File: src/rtl/spi_seq_pkg.sv
// Shared types and constants for the SPI memory transaction sequencer.
package spi_seq_pkg;

  localparam logic [7:0] CMD_READ  = 8'h03;
  localparam logic [7:0] CMD_WRITE = 8'h02;

  typedef enum logic [1:0] {
    IDLE,
    XFER,
    HOLD,
    DONE
  } state_t;

  function automatic logic [7:0] spi_cmd(input logic write);
    return write ? CMD_WRITE : CMD_READ;
  endfunction

endpackage

File: src/rtl/spi_seq_shifter.sv
// TX shift register (whole command/address/data frame) plus RX data shift register.
module spi_seq_shifter #(
  parameter int N      = 40,
  parameter int DATA_W = 16
) (
  input  logic              clk,
  input  logic              rst,
  input  logic              load,
  input  logic [N-1:0]      load_data,
  input  logic              tx_shift,
  input  logic              rx_shift,
  input  logic              miso,
  output logic              tx_msb,
  output logic [DATA_W-1:0] rx_data
);

  logic [N-1:0]      tx_reg;
  logic [DATA_W-1:0] rx_reg;

  always_ff @(posedge clk) begin
    if (rst) begin
      tx_reg <= '0;
      rx_reg <= '0;
    end else begin
      // zeros shift in behind the frame, so mosi idles low once it is sent
      if (load) begin
        tx_reg <= load_data;
      end else if (tx_shift) begin
        tx_reg <= {tx_reg[N-2:0], 1'b0};
      end
      if (rx_shift) begin
        rx_reg <= {rx_reg[DATA_W-2:0], miso};
      end
    end
  end

  assign tx_msb  = tx_reg[N-1];
  assign rx_data = rx_reg;

endmodule

File: src/rtl/spi_mem_sequencer.sv
// SPI memory read/write sequencer (0x03/0x02 commands, mode 0).
// Define SPI_SEQ_BURST_EN to allow sequential-read continuation in the HOLD cycle.
module spi_mem_sequencer
  import spi_seq_pkg::*;
#(
  parameter int ADDR_W   = 16,
  parameter int DATA_W   = 16,
  parameter int NCS      = 2,
  parameter int AFIELD_W = 16
) (
  input  logic              clk,
  input  logic              rst,
  input  logic              req_valid,
  output logic              req_ready,
  input  logic              req_write,
  input  logic [ADDR_W-1:0] req_addr,
  input  logic [DATA_W-1:0] req_wdata,
  output logic              rsp_valid,
  output logic [DATA_W-1:0] rsp_rdata,
  output logic [NCS-1:0]    cs_n,
  output logic              sclk,
  output logic              mosi,
  input  logic              miso
);

  localparam int SEL_W  = $clog2(NCS);
  localparam int SEL_WS = (SEL_W == 0) ? 1 : SEL_W;
  localparam int LOW_W  = ADDR_W - SEL_W;
  localparam int BSH    = $clog2(DATA_W / 8);
  localparam int N      = 8 + AFIELD_W + DATA_W;
  localparam int CNT_W  = $clog2(2 * N);

  localparam logic [CNT_W-1:0] CNT_ONE   = CNT_W'(1);
  localparam logic [CNT_W-1:0] CNT_LAST  = CNT_W'(2 * N - 1);
  localparam logic [CNT_W-1:0] RX_FIRST  = CNT_W'(2 * (8 + AFIELD_W) + 1);
  // Burst resumes as if the last address bit had just finished, giving one
  // extra sclk-low cycle before the first continuation data bit.
  localparam logic [CNT_W-1:0] CNT_BURST = CNT_W'(2 * (8 + AFIELD_W) - 1);

  state_t            state_reg, state_next;
  logic [CNT_W-1:0]  cnt_reg, cnt_next;
  logic [NCS-1:0]    cs_n_reg, cs_n_next;
  logic              sclk_reg, sclk_next;
  logic              rsp_valid_reg, rsp_valid_next;
  logic [DATA_W-1:0] rsp_rdata_reg, rsp_rdata_next;
  logic              ready_reg, ready_next;
  logic              write_reg, write_next;

  logic              accept;
  logic              burst_ok;
  logic [SEL_WS-1:0] req_sel;
  logic [NCS-1:0]    cs_sel_n;
  logic [AFIELD_W-1:0] afield;
  logic [DATA_W-1:0] tx_data;
  logic [N-1:0]      frame;
  logic              sh_load, sh_tx_shift, sh_rx_shift;
  logic [DATA_W-1:0] sh_rx_data;

  assign accept = req_valid && ready_reg;

  generate
    if (SEL_W > 0) begin : g_sel
      assign req_sel = req_addr[ADDR_W-1 -: SEL_WS];
    end else begin : g_nosel
      assign req_sel = '0;
    end
  endgenerate

  genvar gi;
  generate
    for (gi = 0; gi < NCS; gi++) begin : g_cs
      assign cs_sel_n[gi] = (req_sel != SEL_WS'(gi));
    end
  endgenerate

  assign afield  = AFIELD_W'(req_addr[LOW_W-1:0]) << BSH;
  assign tx_data = req_write ? req_wdata : '0;
  assign frame   = {spi_cmd(req_write), afield, tx_data};

`ifdef SPI_SEQ_BURST_EN
  localparam logic [LOW_W:0] LOW_ONE = {{LOW_W{1'b0}}, 1'b1};
  logic [ADDR_W-1:0] addr_reg;
  logic [LOW_W:0]    low_inc;

  always_ff @(posedge clk) begin
    if (rst) begin
      addr_reg <= '0;
    end else if (accept) begin
      addr_reg <= req_addr;
    end
  end

  // The extra top bit catches a carry out of the in-chip address bits.
  assign low_inc  = {1'b0, addr_reg[LOW_W-1:0]} + LOW_ONE;
  assign burst_ok = req_valid && !req_write && !write_reg &&
                    ((req_addr >> LOW_W) == (addr_reg >> LOW_W)) &&
                    ({1'b0, req_addr[LOW_W-1:0]} == low_inc);
`else
  assign burst_ok = 1'b0;
`endif

  spi_seq_shifter #(
    .N      (N),
    .DATA_W (DATA_W)
  ) u_shifter (
    .clk       (clk),
    .rst       (rst),
    .load      (sh_load),
    .load_data (frame),
    .tx_shift  (sh_tx_shift),
    .rx_shift  (sh_rx_shift),
    .miso      (miso),
    .tx_msb    (mosi),
    .rx_data   (sh_rx_data)
  );

  always_comb begin
    state_next     = state_reg;
    cnt_next       = cnt_reg;
    cs_n_next      = cs_n_reg;
    sclk_next      = sclk_reg;
    rsp_valid_next = 1'b0;
    rsp_rdata_next = rsp_rdata_reg;
    write_next     = write_reg;
    sh_load        = 1'b0;
    sh_tx_shift    = 1'b0;
    sh_rx_shift    = 1'b0;

    case (state_reg)
      IDLE, DONE: begin
        cs_n_next  = '1;
        sclk_next  = 1'b0;
        state_next = IDLE;
        if (accept) begin
          state_next = XFER;
          cnt_next   = '0;
          cs_n_next  = cs_sel_n;
          write_next = req_write;
          sh_load    = 1'b1;
        end
      end
      XFER: begin
        cnt_next = cnt_reg + CNT_ONE;
        if (!cnt_reg[0]) begin
          sclk_next = 1'b1;
        end else begin
          sclk_next   = 1'b0;
          sh_tx_shift = 1'b1;
          sh_rx_shift = !write_reg && (cnt_reg >= RX_FIRST);
          if (cnt_reg == CNT_LAST) begin
            state_next = HOLD;
          end
        end
      end
      HOLD: begin
        rsp_valid_next = 1'b1;
        if (!write_reg) begin
          rsp_rdata_next = sh_rx_data;
        end
        if (accept) begin
          state_next = XFER;
          cnt_next   = CNT_BURST;
        end else begin
          state_next = DONE;
          cs_n_next  = '1;
        end
      end
      default: begin
        state_next = IDLE;
        cs_n_next  = '1;
        sclk_next  = 1'b0;
      end
    endcase

    ready_next = (state_next == IDLE) || (state_next == DONE) ||
                 ((state_next == HOLD) && burst_ok);
  end

  always_ff @(posedge clk) begin
    if (rst) begin
      state_reg     <= IDLE;
      cnt_reg       <= '0;
      cs_n_reg      <= '1;
      sclk_reg      <= 1'b0;
      rsp_valid_reg <= 1'b0;
      rsp_rdata_reg <= '0;
      ready_reg     <= 1'b1;
      write_reg     <= 1'b0;
    end else begin
      state_reg     <= state_next;
      cnt_reg       <= cnt_next;
      cs_n_reg      <= cs_n_next;
      sclk_reg      <= sclk_next;
      rsp_valid_reg <= rsp_valid_next;
      rsp_rdata_reg <= rsp_rdata_next;
      ready_reg     <= ready_next;
      write_reg     <= write_next;
    end
  end

  assign req_ready = ready_reg;
  assign rsp_valid = rsp_valid_reg;
  assign rsp_rdata = rsp_rdata_reg;
  assign cs_n      = cs_n_reg;
  assign sclk      = sclk_reg;

endmodule

File: config.mk
export PLATFORM = sky130hd
export DESIGN_NAME = spi_mem_sequencer
export DESIGN_NICKNAME = d
export VERILOG_FILES = /design/src/rtl/spi_seq_pkg.sv /design/src/rtl/spi_seq_shifter.sv /design/src/rtl/spi_mem_sequencer.sv
export SDC_FILE = /design/constraint.sdc
export NUM_CORES = 1
export LEC_CHECK = 0
export CORE_AREA = 4 4 90 92
export CTS_CLUSTER_SIZE = 24
export DETAILED_ROUTE_END_ITERATION = 8
export DIE_AREA = 0 0 94 96
export GPL_TIMING_DRIVEN = 1
export PLACE_DENSITY = 0.74
export SYNTH_ARGS = -nofsm -noshare
export SYNTH_HDL_FRONTEND = slang
export SYNTH_SLANG_ARGS = --single-unit
File: constraint.sdc
create_clock -name clk -period 3.9 [get_ports clk]
set_input_delay 0.78 -clock clk [delete_from_list [all_inputs] [get_ports clk]]
set_output_delay 0.78 -clock clk [all_outputs]
set_load 0.05 [all_outputs]
==> results of run 1 <==
==> metrics by stage <==
stage / area, sq um / utilization, % / power (uW) / hold WS, ps / std cells
2_1_floorplan: 3560 / - / 1090 / 432 / 460
3_3_place_gp: 4150 / 57.6 / 1160 / 436 / 586
3_5_place_dp: 4150 / 57.6 / 1160 / 444 / 586
4_1_cts: 4370 / 60.5 / 1820 / 448 / 602
5_1_grt: 4370 / 60.5 / 1890 / 456 / 602
6_report: 4370 / 60.5 / 1810 / 441 / 602
==> cell usage after synthesis (2+ instances only) <==
master | instances | area (sq um)
a21oi_1 | 68 | 340
nor3_1 | 3 | 15.0
ha_1 | 4 | 50.1
nor2_1 | 33 | 124
nand2b_1 | 3 | 18.8
dfxtp_1 | 87 | 1740
or3b_1 | 2 | 17.5
and2_1 | 3 | 18.8
inv_1 | 5 | 18.8
a311oi_1 | 30 | 263
a31oi_1 | 4 | 25.0
nand4_1 | 3 | 18.8
nand3_1 | 6 | 30.0
or3_1 | 2 | 12.5
buf_2 | 7 | 35.0
buf_1 | 5 | 18.8
nand2_1 | 151 | 567
o21ai_0 | 6 | 30.0
clkbuf_1 | 23 | 86.3
a211oi_1 | 2 | 15.0
==> layer usage <==
| layer | GRT usage [%] | share of wire [%] |
|---|---|---|
| met1 | 23.9 | 47 |
| met2 | 28.9 | 47 |
| met3 | 5.47 | 5.1 |
| met4 | 6.14 | 1.1 |
| met5 | 0 | 0 |
==> worst max-delay path by stage <==
stage,startpoint,end,slack (ps),cells past startpoint
floorplan,req_ready,cnt_reg[6],2060,4
detailed placement,req_valid,u_shifter.tx_reg[2],1330,5
global placement,req_valid,u_shifter.tx_reg[15],1380,5
finish,req_ready,req_ready,1470,1
CTS,req_ready,req_ready,1460,1
global route,req_ready,req_ready,1390,1
==> power by group through the flow <==
stage | Sequential, uW | Combinational (uW) | Clock (uW)
CTS | 953 | 188 | 679
finish | 953 | 188 | 665
floorplan | 977 | 114 | 0
global route | 960 | 210 | 720
global placement | 973 | 183 | 0
detailed placement | 973 | 188 | 0
==> layout make-up <==
cell class | instances | area [sq um] | area share [%]
inverters | 5 | 18.8 | 0.430
flip-flops and latches | 87 | 1740 | 39.9
multi-input cells | 333 | 1660 | 38.1
repair buffers | 62 | 606 | 13.9
clock buffers | 10 | 138 | 3.15
well taps | 99 | 124 | 2.84
clock inverters | 6 | 76.3 | 1.75
==> cells by family (layout without fill, tap and decap cells) <==
logic type,count (synthesis),after routing,synth area share [%]
AO/OA/AOI/OAI,117,117,20.6
flip-flops,87,87,48.9
adder cells (fa/ha/maj),4,4,1.41
buffers and inverters,40,83,4.47
AND/OR/NAND/NOR,212,212,24.6
==> results.cfg, run 1 <==
[status]
status = finished clean

[critical_path]
cp_max_fo = 7
cp_data_arrival_time_ps = 1650
cp_slowest_cell = clkdlybuf4s50_1
path_cells = clkdlybuf4s50_1
cp_num_buf_inv = 1
critical_path.max_stage_delay_ps = 850
critical_path.top_delay_family = buffers and inverters
rrSetupSlack_ps = 1610
worst-setup-path-type = register to output pin
r2r-end = u_shifter.tx_reg[15]
crit_path_end_kind = output pin
cp.required_ps = 3120
critPathLaunchType = register
rr_worst_depth = 6
reg2reg_from = state_reg[0]

[clocking]
cts_buffers = 9
postCtsSetupBuffers = 0
hold_buffers = 0
clk_pin_slew_ps = 90
h-tree-depth = 3
clock_latency_ps = 360
clockBufferDepth = 2
clock-sinks = 87
root_buffer = clkbuf_8
cts_tree = done
cts.repair.resized = 0

[yosys]
syn_inst = 460
avgSynthCellArea_sq_um = 7.74
synth_seq_cells = 87
syn_nets = 501
synth_warnings = 0
syn-cell-area_sq_um = 3560
synth-edff-count = 0
synthArstFlopShare_pct = 0
ys.flop_type = dfxtp_1
ys_seq_area_share_pct = 48.9
yosysUniqueCellTypes = 33

[floorplanning]
rows = 31
die-width_um = 94
dieArea_sq_um = 9020
coreArea_sq_um = 7210
io_pins = 59
start_util_pct = 49.3
fp.dieH_um = 96

[sta]
relSlewSlack_pct = 22.2
finalSetupViolCount = 0
max_freq_ghz = 0.412
hold_viol = 0
min_period_ps = 2430
setup_slack_ps = 1470
grt_setup_unrepaired = false
setup_tns_ps = 0
finClkSkew_ps = 8.98
worstMarginPinSlew_ps = 1170
fin_crit_sh_pct = 62.2
drv_slew = 0

[routing]
drc_errors = 0
drt_iter0_drc = 173
finalWirelength_um = 7740
vias_per_cell = 5.28
postRouteAntennaNets = 0
routedWlPerCell_um = 12.9
dr_total_vias = 3177
firstDrtPassIters = 4

[pwr]
powerDensity_nw_per_um2 = 414
peakVddDrop_uv = 235
p_leak_uw = 0.00147
swShare_pct = 26.0
seqPwrFrac_pct = 52.8
power.net_switching_uw = 469
p_int_uw = 1340
power_frac_clock_pct = 36.8
power.share.combinational_pct = 10.4

[worst_hold_path]
holdCritPathClass = register to register
holdPathEnd = u_shifter.tx_reg[36]
min_path_cells = 2
worst_hold_startpoint = u_shifter.tx_reg[35]

[grt]
first_global_vias = 2889
grt_pass1_wl_um = 13200
grt-ovfl-total = 0
antenna_found_initial = 0
grt_max_degree = 50
grtUsageTotal_pct = 18.3

[cells_and_area]
n_fill_cell = 692
largest_reg_flops = 40
drive_gt1_share_pct = 5.17
num_antenna_cells = 0
layout_common_cells = nand2_1 (151), dfxtp_1 (87), a21oi_1 (68)
nNetsFinal = 539
area_growth_pct = 22.7
layout_commonest_cell = nand2_1

[placement]
gp_congestion = 0.792
port_buffers = 58
dp_hpwl_um = 5090
pre_cts_ws_ps = 1330

[job]
maxCapViolCount = 0
No activity file was read; power rests on OpenSTA's default activity.
==> run 2: changes to the inputs <==
CORE_AREA = 4 4 92 94   (was 4 4 90 92)
DIE_AREA = 0 0 96 98   (was 0 0 94 96)
clock period = 2.1 ns   (was 3.9 ns; I/O delays follow)
==> run 2 against run 1 <==
  * Sequential share of layout area fell by 1.3 points
  * Critical path depth did not move
  * Via count rose by 3.2%
  * Count of clock-buffer cells in the layout fell by 1
  * Worst hold slack improved by 15 ps
  * Critical path type unchanged
  * Critical endpoint is now cs_n[1]
  * Highest routed layer unchanged
==> results.cfg, run 2 (same netlist as run 1, synthesis figures left out) <==
[sta]
min_period_ps = 1940
max_freq_ghz = 0.515
setup_slack_ps = 158
fin_crit_sh_pct = 92.5
finClkSkew_ps = 12.4
worstMarginPinSlew_ps = 591
grt_setup_unrepaired = false
finalSetupViolCount = 0
setup_tns_ps = 0
drv_slew = 0
relSlewSlack_pct = 60.6
hold_viol = 0

[clocking]
clock-sinks = 87
clockBufferDepth = 2
cts_buffers = 9
cts.repair.resized = 0
clock_latency_ps = 360
cts_tree = done
hold_buffers = 0
postCtsSetupBuffers = 0
root_buffer = clkbuf_8
h-tree-depth = 3
clk_pin_slew_ps = 100

[worst_hold_path]
min_path_cells = 2
holdPathEnd = rsp_rdata[14]
holdCritPathClass = register to register
worst_hold_startpoint = rsp_rdata[14]

[cells_and_area]
largest_reg_flops = 40
fin_area_sq_um = 4520
nNetsFinal = 549
num_antenna_cells = 0
area_growth_pct = 27.0
final_cells = 615
layout_common_cells = nand2_1 (151), dfxtp_1 (87), a21oi_1 (68)
layout_commonest_cell = nand2_1
drive_gt1_share_pct = 7.41

[floorplanning]
start_util_pct = 46.5
fp.dieH_um = 98
dieArea_sq_um = 9410
io_pins = 59
die-width_um = 96
coreArea_sq_um = 7650
rows = 32

[pwr]
seqPwrFrac_pct = 49.6
swShare_pct = 24.4
power.net_switching_uw = 871
p_int_uw = 2700
p_leak_uw = 0.00155
power.share.combinational_pct = 10.3
power_frac_clock_pct = 40.1
powerDensity_nw_per_um2 = 790
peakVddDrop_uv = 400

[critical_path]
cp_slowest_cell = clkdlybuf4s50_1
cp_max_fo = 3
crit_path_end_kind = output pin
rr_worst_depth = 6
rrSetupSlack_ps = 250
critical_path.max_stage_delay_ps = 810
reg2reg_from = state_reg[1]
path_cells = clkdlybuf4s50_1
critPathLaunchType = register
cp_num_buf_inv = 1
critical_path.top_delay_family = buffers and inverters
cp.required_ps = 1680
r2r-end = cnt_reg[6]
cp_data_arrival_time_ps = 1520
worst-setup-path-type = register to output pin

[placement]
port_buffers = 58
dp_hpwl_um = 5190
dpl_cell_area_sq_um = 4270
gp_congestion = 0.809
dp_cells = 599
pre_cts_ws_ps = 135

[routing]
vias_per_cell = 5.33
drc_errors = 0
routedWlPerCell_um = 12.8
drt_iter0_drc = 162
dr_total_vias = 3280
finalWirelength_um = 7850
firstDrtPassIters = 4
postRouteAntennaNets = 0

[grt]
grt_max_degree = 64
first_global_vias = 3010
grt_pass1_wl_um = 13300
antenna_found_initial = 0
grt-ovfl-total = 0
grtUsageTotal_pct = 17.2

[status]
status = finished clean

[job]
maxCapViolCount = 0
==> run 2: changes by cell type in the layout (fill, tap and decap cells not counted), sizes merged <==
cell / change
clkbuf: -1
buf: +11
clkinv: -1
clkdlybuf4s50: -1
bufinv: +2
==> run 2: routing by layer <==
layer	global-route usage, %	vias to the layer above	wire [um]
met4	7.11	0	137
met2	27.2	93	3800
met1	22.4	1511	3510
met5	0	-	0
li1	-	1662	-
met3	3.62	14	399
==> run 2: worst max-delay path by stage <==
stage	startpoint	end	slack [ps]	cells past startpoint
floorplan	req_ready	cnt_reg[6]	260	4
global placement	req_valid	req_ready	150	6
detailed placement	req_valid	req_ready	140	6
CTS	cs_n[1]	cs_n[1]	140	1
global route	rsp_rdata[4]	rsp_rdata[4]	110	1
finish	cs_n[1]	cs_n[1]	160	1
==> run 2: final cells by class <==
class / instances / area, sq um
Tap cell: 102 / 128
Timing Repair Buffer: 72 / 716
Multi-Input combinational cell: 333 / 1670
Inverter: 5 / 18.8
Fill cell: 688 / 3130
Clock inverter: 7 / 125
Sequential cell: 87 / 1740
Clock buffer: 9 / 124
==> run 2: power by group through the flow <==
| stage | Sequential, uW | Combinational, uW | Clock (uW) |
|---|---|---|---|
| finish | 1770 | 369 | 1430 |
| global route | 1780 | 403 | 1530 |
| CTS | 1770 | 369 | 1460 |
| detailed placement | 1810 | 366 | 0 |
| global placement | 1800 | 357 | 0 |
| floorplan | 1820 | 212 | 0 |
==> run 2: stage by stage <==
stage	total power [uW]	hold WS, ps	util (%)
6_report	3570	456	59.1
5_1_grt	3710	478	59.1
4_1_cts	3600	459	59.0
3_5_place_dp	2170	447	55.8
3_3_place_gp	2160	437	55.8
2_1_floorplan	2030	432	-
==> run 3: changes to the inputs <==
CTS_BUF_LIST = sky130_fd_sc_hd__clkbuf_8 sky130_fd_sc_hd__clkbuf_16   (was unset)
REMOVE_ABC_BUFFERS = 1   (was unset)
SLEW_MARGIN = 25   (was unset)
==> run 3 against run 2 <==
  * Worst hold slack worse by 31 ps
  * Register-to-register slack better by 30 ps
  * Flip-flop and latch count unchanged
  * Maximum frequency down 1.1%
  * Critical path depth unchanged
  * Non-clock buffer count up 1
  * Sequential power about the same
  * Setup slack worse by 23 ps
  * Clock power down 17%
  * Highest routed layer unchanged
==> results.cfg, run 3 (same netlist as run 1, synthesis figures left out) <==
[critical_path]
worst-setup-path-type = register to output pin
cp_slowest_cell = clkdlybuf4s50_1
rr_worst_depth = 7
critPathLaunchType = register
rrSetupSlack_ps = 280
r2r-end = req_ready
critical_path.max_stage_delay_ps = 830
cp.required_ps = 1680
reg2reg_from = state_reg[0]
path_cells = clkdlybuf4s50_1
critical_path.top_delay_family = buffers and inverters
cp_data_arrival_time_ps = 1540
crit_path_end_kind = output pin
cp_num_buf_inv = 1
cp_max_fo = 3

[worst_hold_path]
worst_hold_startpoint = rst
min_path_cells = 2
holdPathEnd = rsp_valid
holdCritPathClass = input port to register

[placement]
dpl_cell_area_sq_um = 4280
gp_congestion = 0.818
port_buffers = 58
dp_hpwl_um = 5270
pre_cts_ws_ps = 80.9

[cells_and_area]
seq_area_sq_um = 1740
drive_gt1_share_pct = 7.39
n_fill_cell = 714
multiInputGateArea_sq_um = 1670
num_antenna_cells = 0
layout_common_cells = nand2_1 (151), dfxtp_1 (87), a21oi_1 (68)
largest_reg_flops = 40
nNetsFinal = 550
fin_area_sq_um = 4490
layout_commonest_cell = nand2_1
finish.utilization_pct = 58.7
area_growth_pct = 26.1

[sta]
max_freq_ghz = 0.509
grt_setup_unrepaired = false
finClkSkew_ps = 8.00
worstMarginPinSlew_ps = 609
min_period_ps = 1960
setup_tns_ps = 0
relSlewSlack_pct = 59.4
hold_viol = 0
fin_crit_sh_pct = 93.5
finalSetupViolCount = 0
drv_slew = 0
setup_slack_ps = 136

[pwr]
p_leak_uw = 0.00153
peakVddDrop_uv = 401
powerDensity_nw_per_um2 = 743

[routing]
finalWirelength_um = 7950
drc_errors = 0
firstDrtPassIters = 4
postRouteAntennaNets = 0
routedWlPerCell_um = 12.9
dr_total_vias = 3255
vias_per_cell = 5.28
drt_iter0_drc = 130

[clocking]
clock_latency_ps = 350
clk_pin_slew_ps = 90
clockBufferDepth = 2
cts_buffers = 9
cts_tree = done
clock-sinks = 87
h-tree-depth = 3
root_buffer = clkbuf_8

[grt]
first_global_vias = 3011
grt-ovfl-total = 0
grt_pass1_wl_um = 13400
grt_max_degree = 48
grtUsageTotal_pct = 17.3
antenna_found_initial = 0

[floorplanning]
coreArea_sq_um = 7650
io_pins = 59
fp.dieH_um = 98
start_util_pct = 46.5
die-width_um = 96
rows = 32
dieArea_sq_um = 9410

[status]
status = finished clean

[job]
maxCapViolCount = 0
==> run 3: cell types whose count changed in the layout (fill, tap and decap cells not counted) <==
cell,delta
bufinv_16,-2
clkinvlp_4,+2
inv_6,-2
clkbuf_8,+1
clkinv_2,+1
dlymetal6s2s_1,+1
==> run 3: timing repair <==
action / in CTS / in global routing
hold buffers: 0 / 0
buffers inserted: 0 / 0
endpoints found under the hold margin: 0 / 0
setup endpoints to repair: 0 / 1
gates resized for setup: 0 / 1
==> run 3: worst max-delay path by stage <==
stage | start | depth (start not counted) | slack [ps] | to
CTS | req_ready | 1 | 20 | req_ready
global placement | req_valid | 6 | 150 | req_ready
finish | cs_n[1] | 1 | 140 | cs_n[1]
floorplan | state_reg[0] | 5 | -870 | cnt_reg[3]
global route | cs_n[1] | 1 | 80 | cs_n[1]
detailed placement | req_valid | 6 | 80 | req_ready
==> run 3: power breakdown <==
part / switching [uW] / leakage (uW) / total (uW) / internal, uW
sequential: 42.6 / 0.000709 / 1770 / 1730
clock: 605 / 0.0000989 / 1190 / 586
combinational: 203 / 0.000720 / 375 / 172
==> run 3: area by class of cell <==
class / count / area share [%]
inverters: 5 / 0.418
well taps: 102 / 2.84
flip-flops and latches: 87 / 38.8
repair buffers: 73 / 16.2
clock inverters: 6 / 1.51
clock buffers: 10 / 3.07
multi-input cells: 333 / 37.1
==> run 3: layer usage <==
metal	share of wire, %	vias to the layer above	global-route usage, %	routed length, um
li1	-	1665	-	-
met1	47	1514	22.9	3710
met2	47	68	27.3	3730
met3	5.1	8	4.93	406
met4	1.2	0	5.03	92
met5	0	-	0	0
==> run 3: metrics by stage <==
step                      hold WS [ps]  std cells  total power, uW
after global routing               423        616             3480
after global placement             441        600             2170
after detailed placement           448        600             2180
after CTS                          419        616             3360
after floorplan                    426        425             2000
final                              426        616             3330
